--- src/rtl/instr_fetch_buffer_if.sv ---
// Handshake bundle for instr_fetch_buffer: fetch control, source request/ack,
// and the valid/ready head presented to decode.
// slave is the fetch buffer's view; master is the surrounding environment's view.
interface instr_fetch_buffer_if #(
    parameter int IWIDTH = 32,
    parameter int FDEPTH = 4
);
    localparam int CW = $clog2(FDEPTH + 1);

    logic              f_i_en;
    logic              f_i_flush;
    logic              f_o_syn;
    logic [IWIDTH-1:0] f_i_instr;
    logic              f_i_ack;
    logic [IWIDTH-1:0] f_o_instr;
    logic [31:0]       f_o_pc;
    logic              f_o_valid;
    logic              f_i_ready;
    logic [CW-1:0]     f_o_count;
    logic              f_o_err;

    modport slave (
        input  f_i_en, f_i_flush, f_i_instr, f_i_ack, f_i_ready,
        output f_o_syn, f_o_instr, f_o_pc, f_o_valid, f_o_count, f_o_err
    );

    modport master (
        output f_i_en, f_i_flush, f_i_instr, f_i_ack, f_i_ready,
        input  f_o_syn, f_o_instr, f_o_pc, f_o_valid, f_o_count, f_o_err
    );
endinterface

--- src/rtl/instr_fetch_buffer.sv ---
// Instruction fetch buffer: requests words from the instruction ROM source,
// tags each returned word with its byte PC and queues it for decode.
// Optional ack watchdog: define FETCH_ACK_TIMEOUT_EN to enable it.
module instr_fetch_buffer #(
    parameter int IWIDTH    = 32,
    parameter int FDEPTH    = 4,
    parameter int SRC_DEPTH = 36,
    parameter int TIMEOUT   = 16
) (
    input logic                 f_clk,
    input logic                 f_rst,
    instr_fetch_buffer_if.slave bus
);
    localparam int CW = $clog2(FDEPTH + 1);
    localparam int PW = $clog2(FDEPTH);
    localparam int XW = (SRC_DEPTH > 1) ? $clog2(SRC_DEPTH) : 1;

    typedef enum logic [1:0] {
        IDLE  = 2'd0,
        RUN   = 2'd1,
        DRAIN = 2'd2
    } state_t;

    // Reject parameter sets the pointer arithmetic cannot support.
    if (FDEPTH < 2 || (FDEPTH & (FDEPTH - 1)) != 0 || SRC_DEPTH < 1 || TIMEOUT < 1) begin : g_param_check
        $error("instr_fetch_buffer: illegal parameter set");
    end

    state_t            r_state, w_state_next;
    logic [1:0]        r_inflight, w_inflight_next;
    logic [XW-1:0]     r_idx, w_idx_next;
    logic              r_syn, w_syn_next;
    logic [CW-1:0]     r_count, w_count_next;
    logic [PW-1:0]     r_rd_ptr, r_wr_ptr, w_rd_next, w_wr_next;
    logic [IWIDTH-1:0] r_head_instr, w_head_instr_next;
    logic [XW-1:0]     r_head_idx, w_head_idx_next;
    logic [IWIDTH-1:0] r_mem_instr [FDEPTH];
    logic [XW-1:0]     r_mem_idx   [FDEPTH];
    logic              w_pop, w_take, w_timeout, w_err_next;

`ifdef FETCH_ACK_TIMEOUT_EN
    localparam int WDW = $clog2(TIMEOUT + 1);
    logic           r_err;
    logic [WDW-1:0] r_wd, w_wd_next;
`endif

    // Next-state computation for the whole fetch pipeline.
    always_comb begin
        // NOTE: every signal assigned here gets a default first, so no path can infer a latch.
        w_pop  = (r_count != '0) && bus.f_i_ready && !bus.f_i_flush;
        // A returned word is kept only outside DRAIN, without flush, and when a slot exists.
        w_take = bus.f_i_ack && !bus.f_i_flush && (r_state != DRAIN)
                 && ((r_count != CW'(FDEPTH)) || w_pop);

        // Outstanding requests: +1 per accepted request, -1 per ack, clamped to the 2-bit range.
        w_inflight_next = r_inflight;
        if (r_syn && !bus.f_i_ack && r_inflight != 2'd3)
            w_inflight_next = r_inflight + 2'd1;
        else if (!r_syn && bus.f_i_ack && r_inflight != 2'd0)
            w_inflight_next = r_inflight - 2'd1;

`ifdef FETCH_ACK_TIMEOUT_EN
        w_wd_next = '0;
        w_timeout = 1'b0;
        if (!bus.f_i_flush && r_inflight != 2'd0 && !bus.f_i_ack) begin
            if (r_wd == WDW'(TIMEOUT - 1))
                w_timeout = 1'b1;
            else
                w_wd_next = r_wd + WDW'(1);
        end
        w_err_next = !bus.f_i_flush && (r_err || w_timeout);
        if (w_timeout)
            w_inflight_next = 2'd0;
`else
        w_timeout  = 1'b0;
        w_err_next = 1'b0;
`endif

        // Occupancy and pointers; flush empties the queue outright.
        w_count_next = r_count;
        w_rd_next    = r_rd_ptr;
        w_wr_next    = r_wr_ptr;
        if (bus.f_i_flush) begin
            w_count_next = '0;
            w_rd_next    = '0;
            w_wr_next    = '0;
        end else begin
            if (w_take) w_wr_next = r_wr_ptr + PW'(1);
            if (w_pop)  w_rd_next = r_rd_ptr + PW'(1);
            if (w_take && !w_pop)
                w_count_next = r_count + CW'(1);
            else if (!w_take && w_pop)
                w_count_next = r_count - CW'(1);
        end

        // Every ack consumes one source word, kept or not, so the PC tracks the source.
        w_idx_next = r_idx;
        if (bus.f_i_ack)
            w_idx_next = (r_idx == XW'(SRC_DEPTH - 1)) ? '0 : r_idx + XW'(1);

        w_state_next = r_state;
        case (r_state)
            IDLE:    if (bus.f_i_en && !bus.f_i_flush) w_state_next = RUN;
            RUN:     if (!bus.f_i_en && w_inflight_next == 2'd0) w_state_next = IDLE;
            DRAIN:   if (w_inflight_next == 2'd0) w_state_next = bus.f_i_en ? RUN : IDLE;
            default: w_state_next = IDLE;
        endcase
        if (bus.f_i_flush && w_inflight_next != 2'd0)
            w_state_next = DRAIN;
        if (w_timeout)
            w_state_next = IDLE;

        // Request only when every outstanding word is guaranteed a slot.
        w_syn_next = (w_state_next == RUN) && bus.f_i_en && !bus.f_i_flush && !w_err_next
                     && ((int'(w_count_next) + int'(w_inflight_next)) < FDEPTH);

        // Head register follows the new read slot; bypass when that slot is written now.
        w_head_instr_next = r_head_instr;
        w_head_idx_next   = r_head_idx;
        if (w_count_next != '0) begin
            if (w_take && (r_wr_ptr == w_rd_next)) begin
                w_head_instr_next = bus.f_i_instr;
                w_head_idx_next   = r_idx;
            end else begin
                w_head_instr_next = r_mem_instr[w_rd_next];
                w_head_idx_next   = r_mem_idx[w_rd_next];
            end
        end
    end

    // Control state, occupancy, source index and registered outputs.
    always_ff @(posedge f_clk or negedge f_rst) begin
        if (!f_rst) begin
            r_state      <= IDLE;
            r_inflight   <= 2'd0;
            r_idx        <= '0;
            r_syn        <= 1'b0;
            r_count      <= '0;
            r_rd_ptr     <= '0;
            r_wr_ptr     <= '0;
            r_head_instr <= '0;
            r_head_idx   <= '0;
        end else begin
            // NOTE: non-blocking assignments so every register samples pre-edge values.
            r_state      <= w_state_next;
            r_inflight   <= w_inflight_next;
            r_idx        <= w_idx_next;
            r_syn        <= w_syn_next;
            r_count      <= w_count_next;
            r_rd_ptr     <= w_rd_next;
            r_wr_ptr     <= w_wr_next;
            r_head_instr <= w_head_instr_next;
            r_head_idx   <= w_head_idx_next;
        end
    end

    // Queue storage, written only for kept words.
    always_ff @(posedge f_clk) begin
        // NOTE: storage has no reset; an entry is read only after it has been written.
        if (w_take) begin
            r_mem_instr[r_wr_ptr] <= bus.f_i_instr;
            r_mem_idx[r_wr_ptr]   <= r_idx;
        end
    end

`ifdef FETCH_ACK_TIMEOUT_EN
    // Ack watchdog counter and sticky error flag.
    always_ff @(posedge f_clk or negedge f_rst) begin
        if (!f_rst) begin
            r_wd  <= '0;
            r_err <= 1'b0;
        end else begin
            r_wd  <= w_wd_next;
            r_err <= w_err_next;
        end
    end

    assign bus.f_o_err = r_err;
`else
    assign bus.f_o_err = 1'b0;
`endif

    assign bus.f_o_syn   = r_syn;
    assign bus.f_o_valid = (r_count != '0);
    assign bus.f_o_count = r_count;
    assign bus.f_o_instr = r_head_instr;
    assign bus.f_o_pc    = 32'({r_head_idx, 2'b00});

endmodule

--- src/flat_wrapper.sv ---
// flat-port wrapper written by rule: the top's interface ports become plain ports
module instr_fetch_buffer_flat 
#(
    parameter int IWIDTH    = 32,
    parameter int FDEPTH    = 4,
    parameter int SRC_DEPTH = 36,
    parameter int TIMEOUT   = 16
)
  (f_clk, f_rst, bus_f_i_en, bus_f_i_flush, bus_f_i_instr, bus_f_i_ack, bus_f_i_ready, bus_f_o_syn, bus_f_o_instr, bus_f_o_pc, bus_f_o_valid, bus_f_o_count, bus_f_o_err);
  instr_fetch_buffer_if #(.IWIDTH(IWIDTH), .FDEPTH(FDEPTH)) bus_i ();
  input logic f_clk;
  input logic f_rst;
  input wire logic [$bits(bus_i.f_i_en)-1:0] bus_f_i_en;
  input wire logic [$bits(bus_i.f_i_flush)-1:0] bus_f_i_flush;
  input wire logic [$bits(bus_i.f_i_instr)-1:0] bus_f_i_instr;
  input wire logic [$bits(bus_i.f_i_ack)-1:0] bus_f_i_ack;
  input wire logic [$bits(bus_i.f_i_ready)-1:0] bus_f_i_ready;
  output wire logic [$bits(bus_i.f_o_syn)-1:0] bus_f_o_syn;
  output wire logic [$bits(bus_i.f_o_instr)-1:0] bus_f_o_instr;
  output wire logic [$bits(bus_i.f_o_pc)-1:0] bus_f_o_pc;
  output wire logic [$bits(bus_i.f_o_valid)-1:0] bus_f_o_valid;
  output wire logic [$bits(bus_i.f_o_count)-1:0] bus_f_o_count;
  output wire logic [$bits(bus_i.f_o_err)-1:0] bus_f_o_err;
  assign bus_i.f_i_en = bus_f_i_en;
  assign bus_i.f_i_flush = bus_f_i_flush;
  assign bus_i.f_i_instr = bus_f_i_instr;
  assign bus_i.f_i_ack = bus_f_i_ack;
  assign bus_i.f_i_ready = bus_f_i_ready;
  assign bus_f_o_syn = bus_i.f_o_syn;
  assign bus_f_o_instr = bus_i.f_o_instr;
  assign bus_f_o_pc = bus_i.f_o_pc;
  assign bus_f_o_valid = bus_i.f_o_valid;
  assign bus_f_o_count = bus_i.f_o_count;
  assign bus_f_o_err = bus_i.f_o_err;
  instr_fetch_buffer #(.IWIDTH(IWIDTH), .FDEPTH(FDEPTH), .SRC_DEPTH(SRC_DEPTH), .TIMEOUT(TIMEOUT)) u_core (.f_clk(f_clk), .f_rst(f_rst), .bus(bus_i));
endmodule
--- config.mk ---
export PLATFORM = sky130hd
export DESIGN_NAME = instr_fetch_buffer_flat
export DESIGN_NICKNAME = d
export VERILOG_FILES = /design/src/rtl/instr_fetch_buffer_if.sv /design/src/rtl/instr_fetch_buffer.sv /design/src/flat_wrapper.sv
export SDC_FILE = /design/constraint.sdc
export NUM_CORES = 1
export LEC_CHECK = 0
export CAP_MARGIN = 20
export CORE_UTILIZATION = 35
export CTS_BUF_LIST = sky130_fd_sc_hd__clkbuf_16
export DETAILED_ROUTE_END_ITERATION = 10
export GPL_TIMING_DRIVEN = 0
export HOLD_SLACK_MARGIN = 0.08
export PLACE_DENSITY_LB_ADDON = 0.1
export SETUP_SLACK_MARGIN = 0.05
export SYNTH_ARGS = -nofsm -noshare
export SYNTH_HDL_FRONTEND = slang
export SYNTH_SLANG_ARGS = --single-unit
--- constraint.sdc ---
create_clock -name f_clk -period 4.2 [get_ports f_clk]
set_input_delay 0.84 -clock f_clk [delete_from_list [all_inputs] [get_ports f_clk]]
set_output_delay 0.84 -clock f_clk [all_outputs]
set_load 0.1 [all_outputs]
* Yosys cells after proc, flatten, opt, wreduce, memory -nomap -nowiden *
Memories as Yosys holds them, arrays and structs flattened. A register that Yosys moved wholly into a read port is not among the register bits.
Index checks and enable logic that the tools add are counted.
Widths: inputs -> output; s select.

cells by class
  $add $sub $neg = 8
  $mul = 0
  shift-type cells = 0
  bitwise operators = 0
  reduce and logical (&&, ||, !) cells = 33
  mux-type cells = 18
  eq/ne operators = 7
  divide/modulo/power cells = 0
  magnitude comparators = 1

operator list
  kind                 number
  $lt 32x4->1 const B  1
  $mux 2               10
  $logic_and 1x1->1    17
  $mux 3               3
  $logic_not 1->1      8
  $add 2x1->2 const B  3
  $add 6x1->6 const B  1
  $eq 6x6->1 const B   1
  $mux 6               1
  $pmux 2 s3           1
  $reduce_bool 2->1    3
  $reduce_bool 3->1    2
  $add 3x2->4          1
  $eq 2x1->1 const B   2
  $logic_not 2->1      2
  $ne 2x2->1 const B   2
  $add 3x1->3 const B  1
  $mux 1               3
  $ne 3x3->1 const B   1
  $sub 3x1->3 const B  1
  $eq 2x2->1 const B   1
  $sub 2x1->2 const B  1
  $logic_or 1x1->1     1

storage, ports and cells
  output and inout bits = 70
  latch bits = 0
  input bits = 38
  ROM bits = 0
  register bits after elaboration = 18
  word-level logic and storage cells = 76
  RAM bits = 152
  memories kept = 2

memory list
  memory              depth  width  rd ports  clocked after Yosys merged registers in  write ports  line                      source
  u_core.r_mem_instr  4      32     1         1                                        1            instr_fetch_buffer.sv:37  logic [IWIDTH-1:0] r_mem_instr [FDEPTH];
  u_core.r_mem_idx    4      6      1         1                                        1            instr_fetch_buffer.sv:38  logic [XW-1:0] r_mem_idx [FDEPTH];

* Longest topological paths before layout *
Gate-level depths: netlist of run 1.

  word-level depth = 14
  mapped depth = 13
  mapped depth without buffers = 11

* Worst setup path after synthesis of run 1 *
OpenSTA, ideal clock, no wires.

  path kind = reg2reg
  from = reg u_core.r_count[0] (netlist: u_core.bus.f_o_count[0])
  to = reg u_core.r_syn (netlist: u_core.bus.f_o_syn)
  data required time = 4.123 ns
  path slack = 0.427 ns
  arrival = 3.696 ns
  path buffers = 2
  stages on the path, launching flop included = 14
  clock period less this slack = 3.773 ns
  library setup time = 0.077 ns
  cell sequence = dfrtp_1 -> inv_1 -> ha_1 -> nor2b_1 -> buf_6 -> inv_2 -> nand2_1 -> a211oi_1 -> a311oi_1 -> clkbuf_1 -> ha_1 -> or3_1 -> a2111o_1 -> a21oi_1

on the way
  longest elaborated chain between the ends = 13
  elaborated cells between the ends (all ways) = 18
  classes of those cells = 3 x add/sub; 1 x order compare; 1 x eq/ne; 3 x mux; 10 x reduce/logical

RTL lines
  element                           line                       source
  start, declared                   instr_fetch_buffer.sv:33   logic [CW-1:0] r_count, w_count_next;
  start signal, assigned            instr_fetch_buffer.sv:149  r_count <= w_count_next;
  $reduce_bool 3->1 *               --
  via bus_f_o_valid                 flat_wrapper.sv:21         output wire logic [$bits(bus_i.f_o_valid)-1:0] bus_f_o_valid;
  $logic_and 1x1->1 * (2 in a row)  instr_fetch_buffer.sv:50   w_pop = (r_count != '0) && bus.f_i_ready && !bus.f_i_flush;
  $logic_or 1x1->1                  instr_fetch_buffer.sv:53   && ((r_count != CW'(FDEPTH)) || w_pop);
  $logic_and 1x1->1                 instr_fetch_buffer.sv:53
  $logic_not 1->1                   instr_fetch_buffer.sv:92   else if (!w_take && w_pop)
  $logic_and 1x1->1                 instr_fetch_buffer.sv:92
  $mux 3                            instr_fetch_buffer.sv:92
  $mux 3 *                          instr_fetch_buffer.sv:90   if (w_take && !w_pop)
  $mux 3 *                          instr_fetch_buffer.sv:83   if (bus.f_i_flush) begin
  via u_core.w_count_next[1]        instr_fetch_buffer.sv:33
  $add 3x2->4 *                     instr_fetch_buffer.sv:115  && ((int'(w_count_next) + int'(w_inflight_next)) < FDEPTH);
  $lt 32x4->1 *                     instr_fetch_buffer.sv:115
  $logic_and 1x1->1 *               instr_fetch_buffer.sv:115
  via u_core.w_syn_next             instr_fetch_buffer.sv:32   logic r_syn, w_syn_next;
  end signal, assigned              instr_fetch_buffer.sv:148  r_syn <= w_syn_next;
  end, declared                     instr_fetch_buffer.sv:32

Mark *: on every way through the listed nets, which the timed path passes. The rest lies on a longest branch.
A chain may end at the register's enable or synchronous reset.

* Final worst setup path of run 1 *
  from = in bus_f_i_ready
  to = reg u_core.r_syn (netlist: u_core.bus.f_o_syn)

on the way
  longest elaborated chain between the ends = 12
  elaborated cells between the ends (all ways) = 14
  classes of those cells = 1 x add/sub; 1 x order compare; 3 x mux; 9 x reduce/logical

RTL lines
  element                           line                       source
  start, declared                   flat_wrapper.sv:17         input wire logic [$bits(bus_i.f_i_ready)-1:0] bus_f_i_ready;
  $logic_and 1x1->1 * (2 in a row)  instr_fetch_buffer.sv:50
  $logic_or 1x1->1                  instr_fetch_buffer.sv:53
  $logic_and 1x1->1                 instr_fetch_buffer.sv:53
  $logic_not 1->1                   instr_fetch_buffer.sv:92
  $logic_and 1x1->1                 instr_fetch_buffer.sv:92
  $mux 3                            instr_fetch_buffer.sv:92
  $mux 3 *                          instr_fetch_buffer.sv:90
  $mux 3 *                          instr_fetch_buffer.sv:83
  via u_core.w_count_next[1]        instr_fetch_buffer.sv:33
  $add 3x2->4 *                     instr_fetch_buffer.sv:115
  $lt 32x4->1 *                     instr_fetch_buffer.sv:115
  $logic_and 1x1->1 *               instr_fetch_buffer.sv:115
  via u_core.w_syn_next             instr_fetch_buffer.sv:32

Marks and branches as above.

==> impl_metrics.yaml, run 1 <==
sta:
  finalCritPeriodShare: 0.905
  hold_viol_final: 0
  finClkSkew_ps: 20.1
  final_max_slew_viol_count: 0
  slew-limit-headroom: 0.351
  rsz0062_at_grt: "no"
  fmax_mhz: 263
  finalCriticalPeriod_ps: 3800
  worst_pin_slew_ps: 971
  finalWorstSetupSlack_ps: 398
  hold-worst-slack_ps: 432
  finalSetupViolCount: 0
yosys:
  async_reset_ff_frac: 0.269
  synth-seq-area-share: 0.635
  synth_seq_cells: 208
  syn-instance-count: 725
  ys_warn_count: 0
  syn_avg_cell_area_um2: 13.0
  synthFlopType: "edfxtp_1"
  synth_edf_count: 152
  syn_area_mm2: 0.00940
  synth.distinct_cells: 43
grt:
  antenna_found_initial: 1
  overflow: 0
  grt_pass1_vias: 6999
  grt.total_usage: 0.198
  grt_pass1_wl_um: 41800
  grt_start_max_net_pins: 57
place:
  dp_hpwl_um: 17500
  gp_congestion: 0.775
  port_buffers: 80
  place_ws_ps: -91.9
critical_path:
  critPathKind: "input port to flop"
  crit_path_end_kind: "flop"
  startpoint_type: "input port"
  path_max_fanout: 11
  cp.arrival_ps: 4250
  worst_ep_required_time_ps: 4650
floorplan:
  coreArea_mm2: 0.0262
  fp.dieH_um: 166
  rows: 59
  die_x_um: 166
  io_pins: 108
  die_area_mm2: 0.0275
  start_util: 0.359
power_and_ir_drop:
  peakVddDrop_v: 0.000513
  pwr_density_cell_mw_per_mm2: 771
  p_total_w: 0.00894
  p_leak_nw: 4.13
cts:
  worst_skew_pair.late_latency_ps: 530
  cts.sinks: 208
  postCtsHoldBufs: 0
  cts_buffers: 25
  clkTransAtPathRegs_ps: 60
  cts_resized: 0
  clk_path_buf_depth: 3
  h-tree-depth: 1
  cts_setup_buffers: 0
  root_buffer: "clkbuf_16"
  cts_tree: "yes"
final_layout:
  fin_nets: 912
  finish.utilization: 0.443
  layout_commonest_cell: "edfxtp_1"
  final_cell_mix: "edfxtp_1, nor2b_1, clkdlybuf4s50_1, a221oi_1, dfrtp_1"
  syn2layout_area_growth_pct: 23.4
  drive_above_1_share: 0.112
job:
  maxCapViolCount: 0
routing:
  drc: 20
  drt_pass1_iterations: 10
  wirelength_um: 27100
  drt_first_iter_violations: 542
  avgRoutedWirePerCell_um: 22.2
  vias: 6801
  ant_nets: 0
  vias_per_cell: 5.59
worst_hold_path:
  hp-class: "input port to async pin"
status:
  violations: "DRC"
  status: "complete, but fails checks"
-- critical path, cell delays in order --
cell             delay, ps
clkdlybuf4s50_1        580
nand2b_1                80
clkbuf_1               180
nor3_1                 180
a211oi_1                70
a311oi_1               730
clkbuf_1               570
ha_1                   350
and2_1                 140
a2111o_1               390
a21oi_1                130
-- power by group --
| part | leakage (nW) | total [W] | switching, W | internal (W) |
|---|---|---|---|---|
| Sequential | 2.03 | 0.00283 | 0.000240 | 0.00259 |
| Clock | 0.398 | 0.00208 | 0.000867 | 0.00121 |
| Combinational | 1.70 | 0.00403 | 0.00299 | 0.00105 |
-- per-stage QoR --
step | TNS (ps) | std cells | cell area [µm²]
floorplan | 0 | 751 | 9500
global placement | -210620 | 1166 | 10700
detailed placement | -91.9 | 1171 | 10800
CTS | 0 | 1216 | 11600
global route | 0 | 1216 | 11600
finish | 0 | 1217 | 11600
-- synthesized netlist by cell type (all sizes together), types with 2 or more instances --
master / count / share of area
a211o: 39 / 0.036
a211oi: 2 / 0.0016
a21oi: 4 / 0.0021
a221oi: 77 / 0.072
a311oi: 2 / 0.0025
a31oi: 39 / 0.026
and2: 7 / 0.0047
buf: 46 / 0.034
clkbuf: 52 / 0.021
dfrtp: 56 / 0.15
edfxtp: 152 / 0.49
ha: 11 / 0.015
inv: 11 / 0.0044
mux2: 2 / 0.0024
mux2i: 2 / 0.0021
nand2: 7 / 0.0028
nand2b: 4 / 0.0027
nand3: 41 / 0.022
nand4: 2 / 0.0013
nor2: 10 / 0.0040
nor2b: 83 / 0.055
nor3: 4 / 0.0021
nor3b: 3 / 0.0024
nor4: 40 / 0.027
o211ai: 2 / 0.0016
o21ai: 7 / 0.0037
or3: 5 / 0.0033
xnor2: 5 / 0.0047
-- area by class of cell --
| type | instances | area, µm² |
|---|---|---|
| Inverter | 11 | 41.3 |
| Clock buffer | 25 | 626 |
| Tap cell | 335 | 419 |
| Buffer | 98 | 518 |
| Clock inverter | 20 | 168 |
| Antenna cell | 1 | 2.50 |
| Fill cell | 2400 | 14600 |
| Timing Repair Buffer | 85 | 886 |
| Sequential cell | 208 | 5970 |
| Multi-Input combinational cell | 434 | 2980 |
-- state kept, by name, summed over array words and instances (netlist names), 3 cells and up --
| signal | count |
|---|---|
| u_core.bus.f_o_instr | 32 |
| u_core.r_head_idx | 6 |
| u_core.r_mem_idx | 24 |
| u_core.r_idx | 6 |
| u_core.bus.f_o_count | 3 |
| u_core.r_mem_instr | 128 |
-- metal layers --
| layer | track usage | share of wire | up-vias |
|---|---|---|---|
| li1 | - | - | 3084 |
| met1 | 0.269 | 0.44 | 3433 |
| met2 | 0.329 | 0.48 | 237 |
| met3 | 0.0291 | 0.060 | 47 |
| met4 | 0.0565 | 0.020 | 0 |
| met5 | 0 | 0 | - |
-- worst paths after layout --
check / from / end / slack [ps] / cells after the start
min in group f_clk: u_core.bus.f_o_instr[8] / u_core.bus.f_o_instr[8] / 560 / 2
max reg2reg: u_core.bus.f_o_count[0] / u_core.bus.f_o_syn / 490 / 12
min reg2reg: u_core.bus.f_o_instr[8] / u_core.bus.f_o_instr[8] / 560 / 2
max: bus_f_i_ready / u_core.bus.f_o_syn / 400 / 11
min: f_rst / u_core.bus.f_o_instr[16] / 430 / 1
max in group asynchronous: f_rst / u_core.bus.f_o_instr[0] / 3220 / 1
-- cells by family after synthesis --
group	count (synthesis)	share of synthesized area
AOI/OAI and AO/OA	178	0.152
adders and majority gates	11	0.0146
buffers and inverters	109	0.0595
and+or+nand+nor	209	0.130
DFF	208	0.635
other	1	0.000399
muxes	4	0.00453
xor gates and xnor gates	5	0.00466
(Power assumes the default switching activity.)
==> inputs of run 2 (changes only) <==
--- a/config.mk
+++ b/config.mk
@@ -9,10 +9,12 @@
 export CORE_UTILIZATION = 35
 export CTS_BUF_LIST = sky130_fd_sc_hd__clkbuf_16
 export DETAILED_ROUTE_END_ITERATION = 10
+export GPL_ROUTABILITY_DRIVEN = 1
 export GPL_TIMING_DRIVEN = 0
 export HOLD_SLACK_MARGIN = 0.08
 export PLACE_DENSITY_LB_ADDON = 0.1
 export SETUP_SLACK_MARGIN = 0.05
+export SLEW_MARGIN = 25
 export SYNTH_ARGS = -nofsm -noshare
 export SYNTH_HDL_FRONTEND = slang
 export SYNTH_SLANG_ARGS = --single-unit
==> impl_metrics.yaml, run 2 (synthesis gave the netlist of run 1 again) <==
sta:
  worst_pin_slew_ps: 974
  finalCritPeriodShare: 0.900
  final_max_slew_viol_count: 0
  fmax_mhz: 264
  finalWorstSetupSlack_ps: 418
  tns_ps: 0
  rsz0062_at_grt: "no"
  finalSetupViolCount: 0
  slew-limit-headroom: 0.349
  hold_viol_final: 0
  finClkSkew_ps: 12.1
  finalCriticalPeriod_ps: 3780
critical_path:
  r2r_start: "u_core.bus.f_o_count[0]"
  crit_path_end_kind: "flop"
  cp.arrival_ps: 4240
  reg2reg_depth: 12
  cp-startpoint: "bus_f_i_ready"
  path_max_fanout: 11
  startpoint_type: "input port"
  worst_ep_required_time_ps: 4650
  critPathKind: "input port to flop"
routing:
  vias_per_cell: 5.54
  avgRoutedWirePerCell_um: 22.4
  drt_first_iter_violations: 408
  wirelength_um: 27200
  ant_nets: 0
  drt_pass1_iterations: 10
  drc: 22
  vias: 6729
grt:
  grt_pass1_vias: 6989
  grt_pass1_wl_um: 41800
  overflow: 0
  grt_start_max_net_pins: 41
  antenna_found_initial: 1
  grt.total_usage: 0.198
place:
  place_ws_ps: -129
  dp_hpwl_um: 17300
  port_buffers: 80
  gp_congestion: 0.775
power_and_ir_drop:
  p_leak_nw: 4.11
  pwr_density_cell_mw_per_mm2: 779
  peakVddDrop_v: 0.000588
cts:
  cts_tree: "yes"
  cts_buffers: 25
  cts.sinks: 208
  postCtsHoldBufs: 0
  cts_resized: 0
  root_buffer: "clkbuf_16"
  worst_skew_pair.late_latency_ps: 530
  h-tree-depth: 1
  clk_path_buf_depth: 3
  clkTransAtPathRegs_ps: 60
  cts_setup_buffers: 0
final_layout:
  regMostFlops: "u_core.r_mem_instr"
  fin_nets: 908
  fillers: 2400
  syn2layout_area_growth_pct: 23.3
  final_cell_mix: "edfxtp_1, nor2b_1, clkdlybuf4s50_1, a221oi_1, dfrtp_1"
  layout_commonest_cell: "edfxtp_1"
  drive_above_1_share: 0.114
  largest_reg_flops: 128
worst_hold_path:
  hp-class: "input port to async pin"
floorplan:
  fp.dieH_um: 166
  die_x_um: 166
  die_area_mm2: 0.0275
  start_util: 0.359
  rows: 59
  coreArea_mm2: 0.0262
  io_pins: 108
status:
  status: "complete, but fails checks"
  violations: "DRC"
job:
  maxCapViolCount: 0
## run 2: per-stage QoR
step | area, µm² | cells | power (W) | hold WS [ps] | util
2_1_floorplan | 9500 | 751 | 0.00572 | 528 | -
3_3_place_gp | 10700 | 1166 | 0.00683 | 551 | 0.409
3_5_place_dp | 10800 | 1167 | 0.00691 | 547 | 0.410
4_1_cts | 11600 | 1213 | 0.00908 | 195 | 0.442
5_1_grt | 11600 | 1213 | 0.00941 | 201 | 0.442
6_report | 11600 | 1214 | 0.00903 | 197 | 0.442
## run 2: critical path: stages
cell and delay [ps]:
clkdlybuf4s50_1 590, nand2b_1 80, clkbuf_1 200, nor3_1 190
a211oi_1 70, a311oi_1 650, clkbuf_1 580, ha_1 350
and2_1 140, a2111o_1 400, a21oi_1 130
## run 2: where the power goes
part / switching, W / internal [W] / total (W)
sequential: 0.000242 / 0.00259 / 0.00283
clock: 0.000886 / 0.00128 / 0.00217
combinational: 0.00299 / 0.00104 / 0.00403
total: 0.00412 / 0.00491 / 0.00903
## run 2: metal layers
metal | part of all wire | routed length, µm | global-route usage
met1 | 0.44 | 12000 | 0.264
met2 | 0.48 | 13200 | 0.332
met3 | 0.053 | 1440 | 0.0303
met4 | 0.025 | 673 | 0.0597
met5 | 0 | 0 | 0
## run 2: worst paths after layout
check	to	slack [ps]
worst min register to register	u_core.bus.f_o_instr[2]	560
worst max register to register	u_core.bus.f_o_syn	540
max in group asynchronous	u_core.r_idx[2]	3490
worst min-delay path	u_core.bus.f_o_instr[2]	200
worst max-delay path	u_core.bus.f_o_syn	420
min in group f_clk	u_core.bus.f_o_instr[2]	560
## run 2: final cells by class
| cell class | count | area [µm²] | area share |
|---|---|---|---|
| antenna | 1 | 2.50 | 0.000216 |
| buffer | 98 | 518 | 0.0447 |
| clock buffer | 25 | 626 | 0.0540 |
| clock inverter | 21 | 203 | 0.0175 |
| inverter | 11 | 41.3 | 0.00356 |
| multi-input combinational | 434 | 2990 | 0.258 |
| sequential | 208 | 5970 | 0.515 |
| tap | 335 | 419 | 0.0362 |
| timing repair buffer | 81 | 826 | 0.0713 |
==> inputs of run 3 (changes only) <==
--- a/config.mk
+++ b/config.mk
@@ -5,7 +5,6 @@
 export SDC_FILE = /design/constraint.sdc
 export NUM_CORES = 1
 export LEC_CHECK = 0
-export CAP_MARGIN = 20
 export CORE_UTILIZATION = 35
 export CTS_BUF_LIST = sky130_fd_sc_hd__clkbuf_16
 export DETAILED_ROUTE_END_ITERATION = 10
==> results of run 3 <==
The final DEF is identical to that of run 2; final timing and power are the same.
